## src/rtl/nts_ip_ctrl_pkg.sv

```systemverilog
// nts_ip_ctrl_pkg: state encoding, result status codes and parser opcodes
// shared by the IPv4/UDP parse sequencer and its statistics block.
package nts_ip_ctrl_pkg;

    localparam logic [2:0] ST_IDLE     = 3'd0;
    localparam logic [2:0] ST_CLEAR    = 3'd1;
    localparam logic [2:0] ST_STREAM   = 3'd2;
    localparam logic [2:0] ST_DRAIN1   = 3'd3;
    localparam logic [2:0] ST_DRAIN2   = 3'd4;
    localparam logic [2:0] ST_READ_OFS = 3'd5;
    localparam logic [2:0] ST_READ_LEN = 3'd6;
    localparam logic [2:0] ST_RESULT   = 3'd7;

    typedef enum logic [2:0] {
        STATUS_OK       = 3'd0,
        STATUS_NOT_IPV4 = 3'd1,
        STATUS_BAD_IHL  = 3'd2,
        STATUS_RUNT     = 3'd3,
        STATUS_OVERSIZE = 3'd4
    } status_e;

    localparam int OPCODE_GET_OFFSET_UDP_DATA = 0;
    localparam int OPCODE_GET_LENGTH_UDP      = 1;

    // Frames with fewer processed words cannot hold Ethernet + IPv4 + UDP headers.
    localparam int RUNT_WORDS = 5;

    function automatic status_e classify(input logic oversize, input logic runt,
                                         input logic not_ipv4, input logic bad_ihl);
        if (oversize)      return STATUS_OVERSIZE;
        else if (runt)     return STATUS_RUNT;
        else if (not_ipv4) return STATUS_NOT_IPV4;
        else if (bad_ihl)  return STATUS_BAD_IHL;
        else               return STATUS_OK;
    endfunction

endpackage

```

## src/rtl/nts_ip_parse_ctrl_stats.sv

```systemverilog
// nts_ip_parse_ctrl_stats: frame / ok / dropped counters, stepped once per
// result handshake; only instantiated when NTS_IP_PARSE_CTRL_STATS_EN is defined.
module nts_ip_parse_ctrl_stats
    import nts_ip_ctrl_pkg::*;
(
    input  logic        i_clk,
    input  logic        i_areset,
    input  logic        i_handshake,
    input  logic [2:0]  i_status,
    output logic [31:0] o_stat_frames,
    output logic [31:0] o_stat_ok,
    output logic [31:0] o_stat_dropped
);

    always_ff @(posedge i_clk or posedge i_areset) begin
        if (i_areset) begin
            o_stat_frames  <= '0;
            o_stat_ok      <= '0;
            o_stat_dropped <= '0;
        end else if (i_handshake) begin
            o_stat_frames <= o_stat_frames + 32'd1;
            if (i_status == 3'(STATUS_OK)) o_stat_ok <= o_stat_ok + 32'd1;
            else                           o_stat_dropped <= o_stat_dropped + 32'd1;
        end
    end

endmodule

```

## src/rtl/nts_ip_parse_ctrl.sv

```systemverilog
// nts_ip_parse_ctrl: feeds one frame into the IPv4/UDP parser, reads back the
// UDP offset/length and emits a result descriptor. Macro NTS_IP_PARSE_CTRL_STATS_EN adds counters.
module nts_ip_parse_ctrl
    import nts_ip_ctrl_pkg::*;
#(
    parameter int ADDR_WIDTH      = 10,
    parameter int IP_OPCODE_WIDTH = 4,
    parameter int MAX_WORDS       = 200
) (
    input  logic                       i_clk,
    input  logic                       i_areset,
    input  logic                       i_rx_valid,
    output logic                       o_rx_ready,
    input  logic [63:0]                i_rx_data,
    input  logic                       i_rx_last,
    input  logic [7:0]                 i_rx_bytes,
    output logic                       o_parser_clear,
    output logic                       o_parser_process,
    output logic [63:0]                o_parser_data,
    output logic [7:0]                 o_parser_last_word_data_valid,
    output logic [IP_OPCODE_WIDTH-1:0] o_parser_opcode,
    input  logic [31:0]                i_parser_read_data,
    input  logic                       i_parser_detect_ipv4,
    input  logic                       i_parser_detect_ipv4_bad,
    output logic                       o_result_valid,
    input  logic                       i_result_ready,
    output logic [2:0]                 o_result_status,
    output logic [ADDR_WIDTH+2:0]      o_result_udp_offset,
    output logic [15:0]                o_result_udp_length
`ifdef NTS_IP_PARSE_CTRL_STATS_EN
    ,
    output logic [31:0]                o_stat_frames,
    output logic [31:0]                o_stat_ok,
    output logic [31:0]                o_stat_dropped
`endif
);

    localparam int CNT_W = $clog2(MAX_WORDS + 1);

    logic [2:0]            state;
    logic [2:0]            state_nxt;
    logic [CNT_W-1:0]      word_count;
    logic                  accept;
    logic                  at_max;
    logic                  process_pend;
    logic                  oversize;
    logic                  det_ipv4;
    logic                  det_ipv4_bad;
    logic [ADDR_WIDTH+2:0] udp_offset;
    status_e               status_nxt;
    logic                  unused_read_data;

    assign accept           = i_rx_valid && o_rx_ready;
    assign at_max           = (word_count == CNT_W'(MAX_WORDS));
    assign o_rx_ready       = (state == ST_STREAM);
    assign o_parser_clear   = (state == ST_CLEAR);
    assign o_result_valid   = (state == ST_RESULT);
    assign o_parser_opcode  = (state == ST_READ_LEN) ? IP_OPCODE_WIDTH'(OPCODE_GET_LENGTH_UDP)
                                                     : IP_OPCODE_WIDTH'(OPCODE_GET_OFFSET_UDP_DATA);
    assign unused_read_data = ^i_parser_read_data;
    assign status_nxt       = classify(oversize, word_count < CNT_W'(RUNT_WORDS),
                                       !det_ipv4, det_ipv4_bad);

    always_comb begin
        // NOTE: default first so every path assigns state_nxt and no latch is inferred.
        state_nxt = state;
        case (state)
            ST_IDLE:     if (i_rx_valid) state_nxt = ST_CLEAR;
            ST_CLEAR:    state_nxt = ST_STREAM;
            ST_STREAM:   if (accept && i_rx_last) state_nxt = ST_DRAIN1;
            ST_DRAIN1:   state_nxt = ST_DRAIN2;
            ST_DRAIN2:   state_nxt = ST_READ_OFS;
            ST_READ_OFS: state_nxt = ST_READ_LEN;
            ST_READ_LEN: state_nxt = ST_RESULT;
            ST_RESULT:   if (i_result_ready) state_nxt = ST_IDLE;
            default:     state_nxt = ST_IDLE;
        endcase
    end

    // Word lands in o_parser_data one cycle after accept; its process strobe follows one cycle later.
    always_ff @(posedge i_clk or posedge i_areset) begin
        if (i_areset) begin
            state                         <= ST_IDLE;
            word_count                    <= '0;
            process_pend                  <= 1'b0;
            oversize                      <= 1'b0;
            det_ipv4                      <= 1'b0;
            det_ipv4_bad                  <= 1'b0;
            udp_offset                    <= '0;
            o_parser_process              <= 1'b0;
            o_parser_data                 <= '0;
            o_parser_last_word_data_valid <= '0;
            o_result_status               <= '0;
            o_result_udp_offset           <= '0;
            o_result_udp_length           <= '0;
        end else begin
            // NOTE: non-blocking so every register samples pre-edge values.
            state            <= state_nxt;
            process_pend     <= accept && !at_max;
            o_parser_process <= process_pend;

            if (state == ST_CLEAR) begin
                word_count <= '0;
                oversize   <= 1'b0;
            end else if (accept) begin
                o_parser_data                 <= i_rx_data;
                o_parser_last_word_data_valid <= i_rx_last ? i_rx_bytes : 8'hFF;
                if (at_max) oversize <= 1'b1;
                else        word_count <= word_count + 1'b1;
            end

            if (state == ST_READ_OFS) begin
                udp_offset   <= i_parser_read_data[ADDR_WIDTH+2:0];
                det_ipv4     <= i_parser_detect_ipv4;
                det_ipv4_bad <= i_parser_detect_ipv4_bad;
            end

            if (state == ST_READ_LEN) begin
                o_result_status     <= status_nxt;
                o_result_udp_offset <= (status_nxt == STATUS_OK) ? udp_offset : '0;
                o_result_udp_length <= (status_nxt == STATUS_OK) ? i_parser_read_data[15:0] : 16'd0;
            end
        end
    end

`ifdef NTS_IP_PARSE_CTRL_STATS_EN
    nts_ip_parse_ctrl_stats u_stats (
        .i_clk          (i_clk),
        .i_areset       (i_areset),
        .i_handshake    (o_result_valid && i_result_ready),
        .i_status       (o_result_status),
        .o_stat_frames  (o_stat_frames),
        .o_stat_ok      (o_stat_ok),
        .o_stat_dropped (o_stat_dropped)
    );
`endif

endmodule
```

## config.mk

```make
export PLATFORM = sky130hd
export DESIGN_NAME = nts_ip_parse_ctrl
export DESIGN_NICKNAME = d
export VERILOG_FILES = /design/src/rtl/nts_ip_ctrl_pkg.sv /design/src/rtl/nts_ip_parse_ctrl_stats.sv /design/src/rtl/nts_ip_parse_ctrl.sv
export SDC_FILE = /design/constraint.sdc
export NUM_CORES = 1
export LEC_CHECK = 0
export CORE_UTILIZATION = 40
export CTS_CLUSTER_SIZE = 30
export DETAILED_ROUTE_END_ITERATION = 10
export GPL_TIMING_DRIVEN = 1
export PLACE_DENSITY = 0.76
export SLEW_MARGIN = 20
export SYNTH_ARGS = -nofsm -noshare
export SYNTH_HDL_FRONTEND = slang
export SYNTH_SLANG_ARGS = --single-unit
```

## constraint.sdc

```tcl
create_clock -name i_clk -period 12.2 [get_ports i_clk]
set_clock_uncertainty 0.15 [all_clocks]
set_input_delay 2.44 -clock i_clk [delete_from_list [all_inputs] [get_ports i_clk]]
set_output_delay 2.44 -clock i_clk [all_outputs]
set_load 0.05 [all_outputs]
```

==> impl_metrics.py, run 1 <==
metrics = {
    "power": {
        "p_comb_share_pct": 47.3,
        "p_sw_share_pct": 43.7,
        "power_density_nw_per_um2": 272,
        "irDropWorstVdd_v": 0.000170,
        "p_switching_w": 0.000960,
        "power.leakage_nw": 3.72,
        "power_frac_clock_pct": 21.2,
        "p_seq_share_pct": 31.5,
        "internal_power_w": 0.00124,
    },
    "sta": {
        "setup_viol": 0,
        "finalSetupTns_ns": 0,
        "drv_slew": 0,
        "slew_headroom_pct": 35.0,
        "post-route-period-util_pct": 46.5,
        "rsz0062_at_grt": "false",
        "min_period_ns": 5.67,
        "fmax_ghz": 0.176,
        "hold_violations": 0,
        "worst_slew_pin_slew_ns": 0.974,
    },
    "synth": {
        "syn_area_per_cell_sq_um": 9.55,
        "synth_area_sq_um": 5350,
        "yosys.cell_types.count": 36,
        "ys_top_cells_by_count": "229 x nand2_1, 133 x dfrtp_1, 33 x nand3_1, 33 x o21ai_0",
        "synth_cells": 560,
        "async_flop_share_pct": 100,
        "yosysSeqAreaShare_pct": 62.2,
        "yosys_warnings": 0,
        "ys_ff_latch": 133,
        "synth_area_leaders": "dfrtp_1 62%, nand2_1 16%, mux2_2 3.4%",
        "yosysMostFrequentCell": "nand2_1",
        "synth_edf_count": 0,
        "synth_top_area_cell": "dfrtp_1",
        "synth_ff_type": "dfrtp_1",
        "synth_top_area_share_pct": 62.2,
    },
    "floorplanning": {
        "die_x_microns": 118,
        "coreArea_sq_um": 12800,
        "die_h_microns": 118,
        "initial_core_util_pct": 41.7,
        "ioPinCount": 223,
        "dieArea_sq_um": 13800,
        "rows": 41,
    },
    "worst_setup_path": {
        "critPathLaunchType": "flip-flop",
        "critPathMaxStageDelay_ns": 0.95,
        "critPathArrivalTime_ns": 3.08,
        "endpoint_kind": "output pin",
        "crit_type": "reg2out",
        "crit_chain": "nand3b_1 > buf_4 > inv_1 > clkdlybuf4s50_1",
        "worstPathRequired_ns": 9.61,
        "critPathSlowestCell": "clkdlybuf4s50_1",
        "rr_endpoint": "o_result_udp_length[0]",
        "crit_buf_inv": 3,
        "worstReg2RegStart": "word_count[4]",
        "r2r_cells": 3,
        "critical_path_peak_fanout": 34,
        "cpLargestDelayFamily": "buffers and inverters",
        "rrSetupSlack_ns": 9.78,
    },
    "layout": {
        "antenna-diode-count": 0,
        "syn_to_final_growth_pct": 51.3,
        "drive_gt1_share_pct": 7.31,
        "postLayoutCoreUtil_pct": 63.1,
        "layout.nets": 867,
    },
    "global_routing": {
        "grt_pass1_wl_microns": 22700,
        "gr-total-overflow": 0,
        "grt_start_max_net_pins": 84,
        "antenna_found_initial": 0,
        "grt_pass1_vias": 4731,
        "grt_usage_pct": 20.5,
    },
    "min_path": {
        "hp-start": "process_pend",
        "hp-class": "reg2reg",
        "min_delay_worst_endpoint": "o_parser_process",
        "holdPathStages": 0,
    },
    "cts": {
        "clockRootBuffer": "clkbuf_16",
        "path_clk_slew_ns": 0.05,
        "cts_resized": 0,
        "clk_path_buf_depth": 2,
        "cts-hold-fix-buffers": 0,
        "post_cts_buffers": 0,
        "cts_buffers": 17,
        "clock_sinks": 133,
        "cts_max_level": 4,
        "clock_latency_ns": 0.41,
        "cts_tree": "built",
    },
    "route": {
        "antenna_left": 0,
        "vias": 4569,
        "first_pass_iters": 4,
        "vias_per_cell": 4.87,
        "drt-total-wl_microns": 13300,
        "post_drt_wl_per_cell_microns": 14.1,
        "drc": 0,
        "drtIter0Drc": 334,
    },
    "status": {
        "status": "finished clean",
    },
    "placement": {
        "gp_congestion": 0.785,
        "port_buffers": 203,
        "dp_hpwl_microns": 9170,
    },
    "job": {
        "cap_violations": 0,
    },
}
[registers in the layout, summed over array words and instances (netlist names)]
| name | cells |
|---|---|
| o_result_status | 3 |
| o_result_udp_length | 16 |
| o_result_udp_offset | 13 |
| word_count | 8 |
| o_parser_process | 1 |
| oversize | 1 |
| o_parser_last_word_data_valid | 8 |
| o_parser_data | 64 |
| state | 3 |
| process_pend | 1 |
| udp_offset | 13 |
| det_ipv4_bad | 1 |
| det_ipv4 | 1 |
[cells by family (layout without fill, tap and decap cells)]
logic type               Yosys count  in the layout  synth area share (%)
AND/OR/NAND/NOR                  294            294                  22.7
flip-flops                       133            133                  62.2
AO/OA/AOI/OAI                     60             60                  6.74
buffers and inverters             53            257                  4.23
multiplexers                      17             17                  3.56
adder cells (fa/ha/maj)            2              2                 0.468
other                              1              3                0.0701
[power groups by stage]
stage	combinational, W	sequential [W]	clock [W]
6_report	0.00104	0.000692	0.000467
5_1_grt	0.00110	0.000712	0.000501
4_1_cts	0.00105	0.000693	0.000478
3_5_place_dp	0.00104	0.000698	0
3_3_place_gp	0.00102	0.000686	0
2_1_floorplan	0.000287	0.00109	0
[cell usage in the layout (no fill, tap or decap), drive strengths merged, types with 2 or more instances in the layout]
cell	synthesis	layout
clkinv	0	3
o211ai	2	2
dfrtp	133	133
o31ai	5	5
a31oi	8	8
buf	19	6
a21oi	7	7
a22o	2	2
nand3	33	33
clkdlybuf4s50	0	203
conb	1	3
nand2	229	229
nor2b	2	2
or4	4	4
clkbuf	17	28
o21ai	34	34
or3	2	2
ha	2	2
inv	17	17
nor2	12	12
mux2	16	16
nor3	4	4
[worst max path at each step]
stage          startpoint                                to  slack (ns)  depth (start not counted)
6_report         state[0]                o_parser_opcode[0]        6.53                          4
5_1_grt          state[0]                o_parser_opcode[0]        6.40                          4
4_1_cts          state[0]                o_parser_opcode[0]        6.53                          4
3_5_place_dp     state[0]                o_parser_opcode[0]        7.00                          4
3_3_place_gp   i_rx_valid  o_parser_last_word_data_valid[0]        6.98                          5
2_1_floorplan    i_areset                          det_ipv4        6.06                          1
[metal layers]
layer / track usage (%) / wire length (microns) / part of all wire [%]
met5: 0 / 0 / 0
met4: 8.65 / 275 / 2.1
met3: 7.51 / 1070 / 8.0
met2: 33.9 / 6440 / 49
met1: 24.0 / 5480 / 41
[cell type report]
type                    count  area, sq um
well taps                 172          215
clock inverters             3         15.0
fillers                  1063         4730
multi-input cells         376         1830
repair buffers            209         2100
clock buffers              28          537
inverters                  17         66.3
flip-flops and latches    133         3330
[metrics by stage]
stage	area [sq um]	cells	total power, W	setup slack [ns]	hold WS (ns)
after floorplan	5360	562	0.00137	6.06	0.181
after global placement	7500	905	0.00171	6.98	0.188
after detailed placement	7520	906	0.00174	7.00	0.187
after CTS	8070	937	0.00222	6.53	0.199
after global routing	8090	938	0.00231	6.40	0.214
final	8090	938	0.00220	6.53	0.196
Power figures use the tool's default switching activity.
==> inputs of run 2 (changes only) <==
--- a/config.mk
+++ b/config.mk
@@ -5,11 +5,11 @@
 export SDC_FILE = /design/constraint.sdc
 export NUM_CORES = 1
 export LEC_CHECK = 0
-export CORE_UTILIZATION = 40
+export CORE_UTILIZATION = 39
 export CTS_CLUSTER_SIZE = 30
 export DETAILED_ROUTE_END_ITERATION = 10
 export GPL_TIMING_DRIVEN = 1
-export PLACE_DENSITY = 0.76
+export PLACE_DENSITY = 0.77
 export SLEW_MARGIN = 20
 export SYNTH_ARGS = -nofsm -noshare
 export SYNTH_HDL_FRONTEND = slang
==> constraint.sdc (replaced) <==
create_clock -name i_clk -period 5.06 [get_ports i_clk]
set_clock_uncertainty 0.15 [all_clocks]
set_input_delay 1.012 -clock i_clk [delete_from_list [all_inputs] [get_ports i_clk]]
set_output_delay 1.012 -clock i_clk [all_outputs]
set_load 0.05 [all_outputs]
==> impl_metrics.py, run 2 (synthesis gave the netlist of run 1 again) <==
metrics = {
    "status": {
        "status": "finished clean",
    },
    "route": {
        "drtIter0Drc": 357,
        "antenna_left": 0,
        "vias_per_cell": 4.83,
        "drt-total-wl_microns": 13300,
        "post_drt_wl_per_cell_microns": 14.1,
        "first_pass_iters": 4,
        "vias": 4549,
        "drc": 0,
    },
    "sta": {
        "hold_violations": 0,
        "rsz0062_at_grt": "false",
        "fin_hold_ws_ns": 0.208,
        "slew_headroom_pct": 34.1,
        "setup_viol": 0,
        "finalSetupTns_ns": 0,
        "fin_ws_ns": 1.26,
        "fmax_ghz": 0.263,
        "post-route-period-util_pct": 75.1,
        "worst_slew_pin_slew_ns": 0.989,
        "min_period_ns": 3.80,
        "drv_slew": 0,
    },
    "cts": {
        "cts_max_level": 4,
        "clock_latency_ns": 0.40,
        "cts_buffers": 17,
        "post_cts_buffers": 0,
        "clockRootBuffer": "clkbuf_16",
        "path_clk_slew_ns": 0.05,
        "clk_path_buf_depth": 2,
        "clock_sinks": 133,
        "cts_resized": 0,
        "cts-hold-fix-buffers": 0,
        "cts_tree": "built",
    },
    "min_path": {
        "hp-class": "reg2reg",
        "holdPathStages": 0,
    },
    "power": {
        "power_density_nw_per_um2": 652,
        "power.leakage_nw": 3.70,
        "irDropWorstVdd_v": 0.000392,
    },
    "layout": {
        "syn_to_final_growth_pct": 50.7,
        "drive_gt1_share_pct": 7.19,
        "layout.nets": 867,
        "largest_register_ffs": 64,
        "antenna-diode-count": 0,
        "stdcell_area_sq_um": 8060,
        "largestRegisters": "o_parser_data x64, o_result_udp_length x16",
        "regMostFlops": "o_parser_data",
        "nFillCells": 1088,
        "final_common_cell": "nand2_1",
        "final-seq-area_sq_um": 3330,
        "multiInputGateArea_sq_um": 1830,
        "mostFrequentLayoutCells": "229 x nand2_1, 203 x clkdlybuf4s50_1, 133 x dfrtp_1",
    },
    "placement": {
        "gp_congestion": 0.735,
        "port_buffers": 203,
        "pre_cts_slack_ns": 1.67,
        "place_area_sq_um": 7540,
        "dp_hpwl_microns": 9120,
    },
    "worst_setup_path": {
        "r2r_cells": 3,
        "cpLargestDelayFamily": "buffers and inverters",
        "critPathMaxStageDelay_ns": 0.87,
        "crit_type": "reg2out",
        "crit_buf_inv": 4,
        "crit_top_cell": "buf_4",
        "crit_cells": 5,
        "critical_path_peak_fanout": 34,
        "critPathLaunchType": "flip-flop",
        "crit_chain": "nand3b_1 > buf_4 > inv_1 > buf_4 > clkdlybuf4s50_1",
        "worstPathRequired_ns": 3.90,
        "endpoint_kind": "output pin",
        "critPathArrivalTime_ns": 2.64,
        "critPathSlowestCell": "clkdlybuf4s50_1",
    },
    "floorplanning": {
        "initial_core_util_pct": 40.2,
        "ioPinCount": 223,
        "rows": 42,
        "die_x_microns": 119,
        "coreArea_sq_um": 13300,
        "dieArea_sq_um": 14200,
        "die_h_microns": 119,
    },
    "global_routing": {
        "grt_pass1_wl_microns": 21900,
        "grt_start_max_net_pins": 83,
        "grt_pass1_vias": 4544,
        "gr-total-overflow": 0,
        "grt_usage_pct": 19.6,
        "antenna_found_initial": 0,
    },
    "job": {
        "cap_violations": 0,
    },
}
run 2: cell count changes in the layout (fill, tap and decap cells not counted), sizes merged:
cell    delta
clkbuf     -3
clkinv     +2
run 2: worst paths after layout:
check / from / to / slack [ns]
worst min-delay path: process_pend / o_parser_process / 0.21
max in group asynchronous: i_areset / o_parser_data[43] / 3.00
worst min register to register: process_pend / o_parser_process / 0.21
min in group asynchronous: i_areset / o_parser_data[28] / 0.96
worst max register to register: word_count[4] / o_result_udp_length[11] / 2.57
worst max-delay path: state[0] / o_parser_opcode[0] / 1.26
run 2: final cells by class:
cell class	instances	area share [%]
inverters	17	0.854
well taps	176	2.73
multi-input cells	376	22.7
repair buffers	209	25.9
clock inverters	5	0.310
flip-flops and latches	133	41.3
clock buffers	25	6.15
run 2: power by group:
part           switching (W)  leakage (nW)  internal (W)
combinational        0.00167          1.75      0.000839
sequential          0.000234          1.69       0.00144
clock               0.000410         0.263      0.000668
total                0.00231          3.70       0.00294
run 2: through the flow:
step / cells / util [%] / total power (W)
5_1_grt: 941 / 60.6 / 0.00553
3_5_place_dp: 911 / 56.7 / 0.00420
6_report: 941 / 60.6 / 0.00525
4_1_cts: 941 / 60.6 / 0.00531
2_1_floorplan: 562 / - / 0.00331
3_3_place_gp: 911 / 56.7 / 0.00413
run 2: worst register-to-register path: stages (launching register included):
cell and delay, ns:
dfrtp_1 0.43, or4_4 0.58, o31ai_4 0.85, o21ai_0 0.30
run 2: metal layers:
layer / vias to the layer above / global-route usage [%] / part of all wire, %
li1: 2190 / - / -
met1: 2165 / 23.3 / 40
met2: 169 / 31.2 / 48
met3: 25 / 8.86 / 9.6
met4: 0 / 7.36 / 1.8
met5: - / 0 / 0
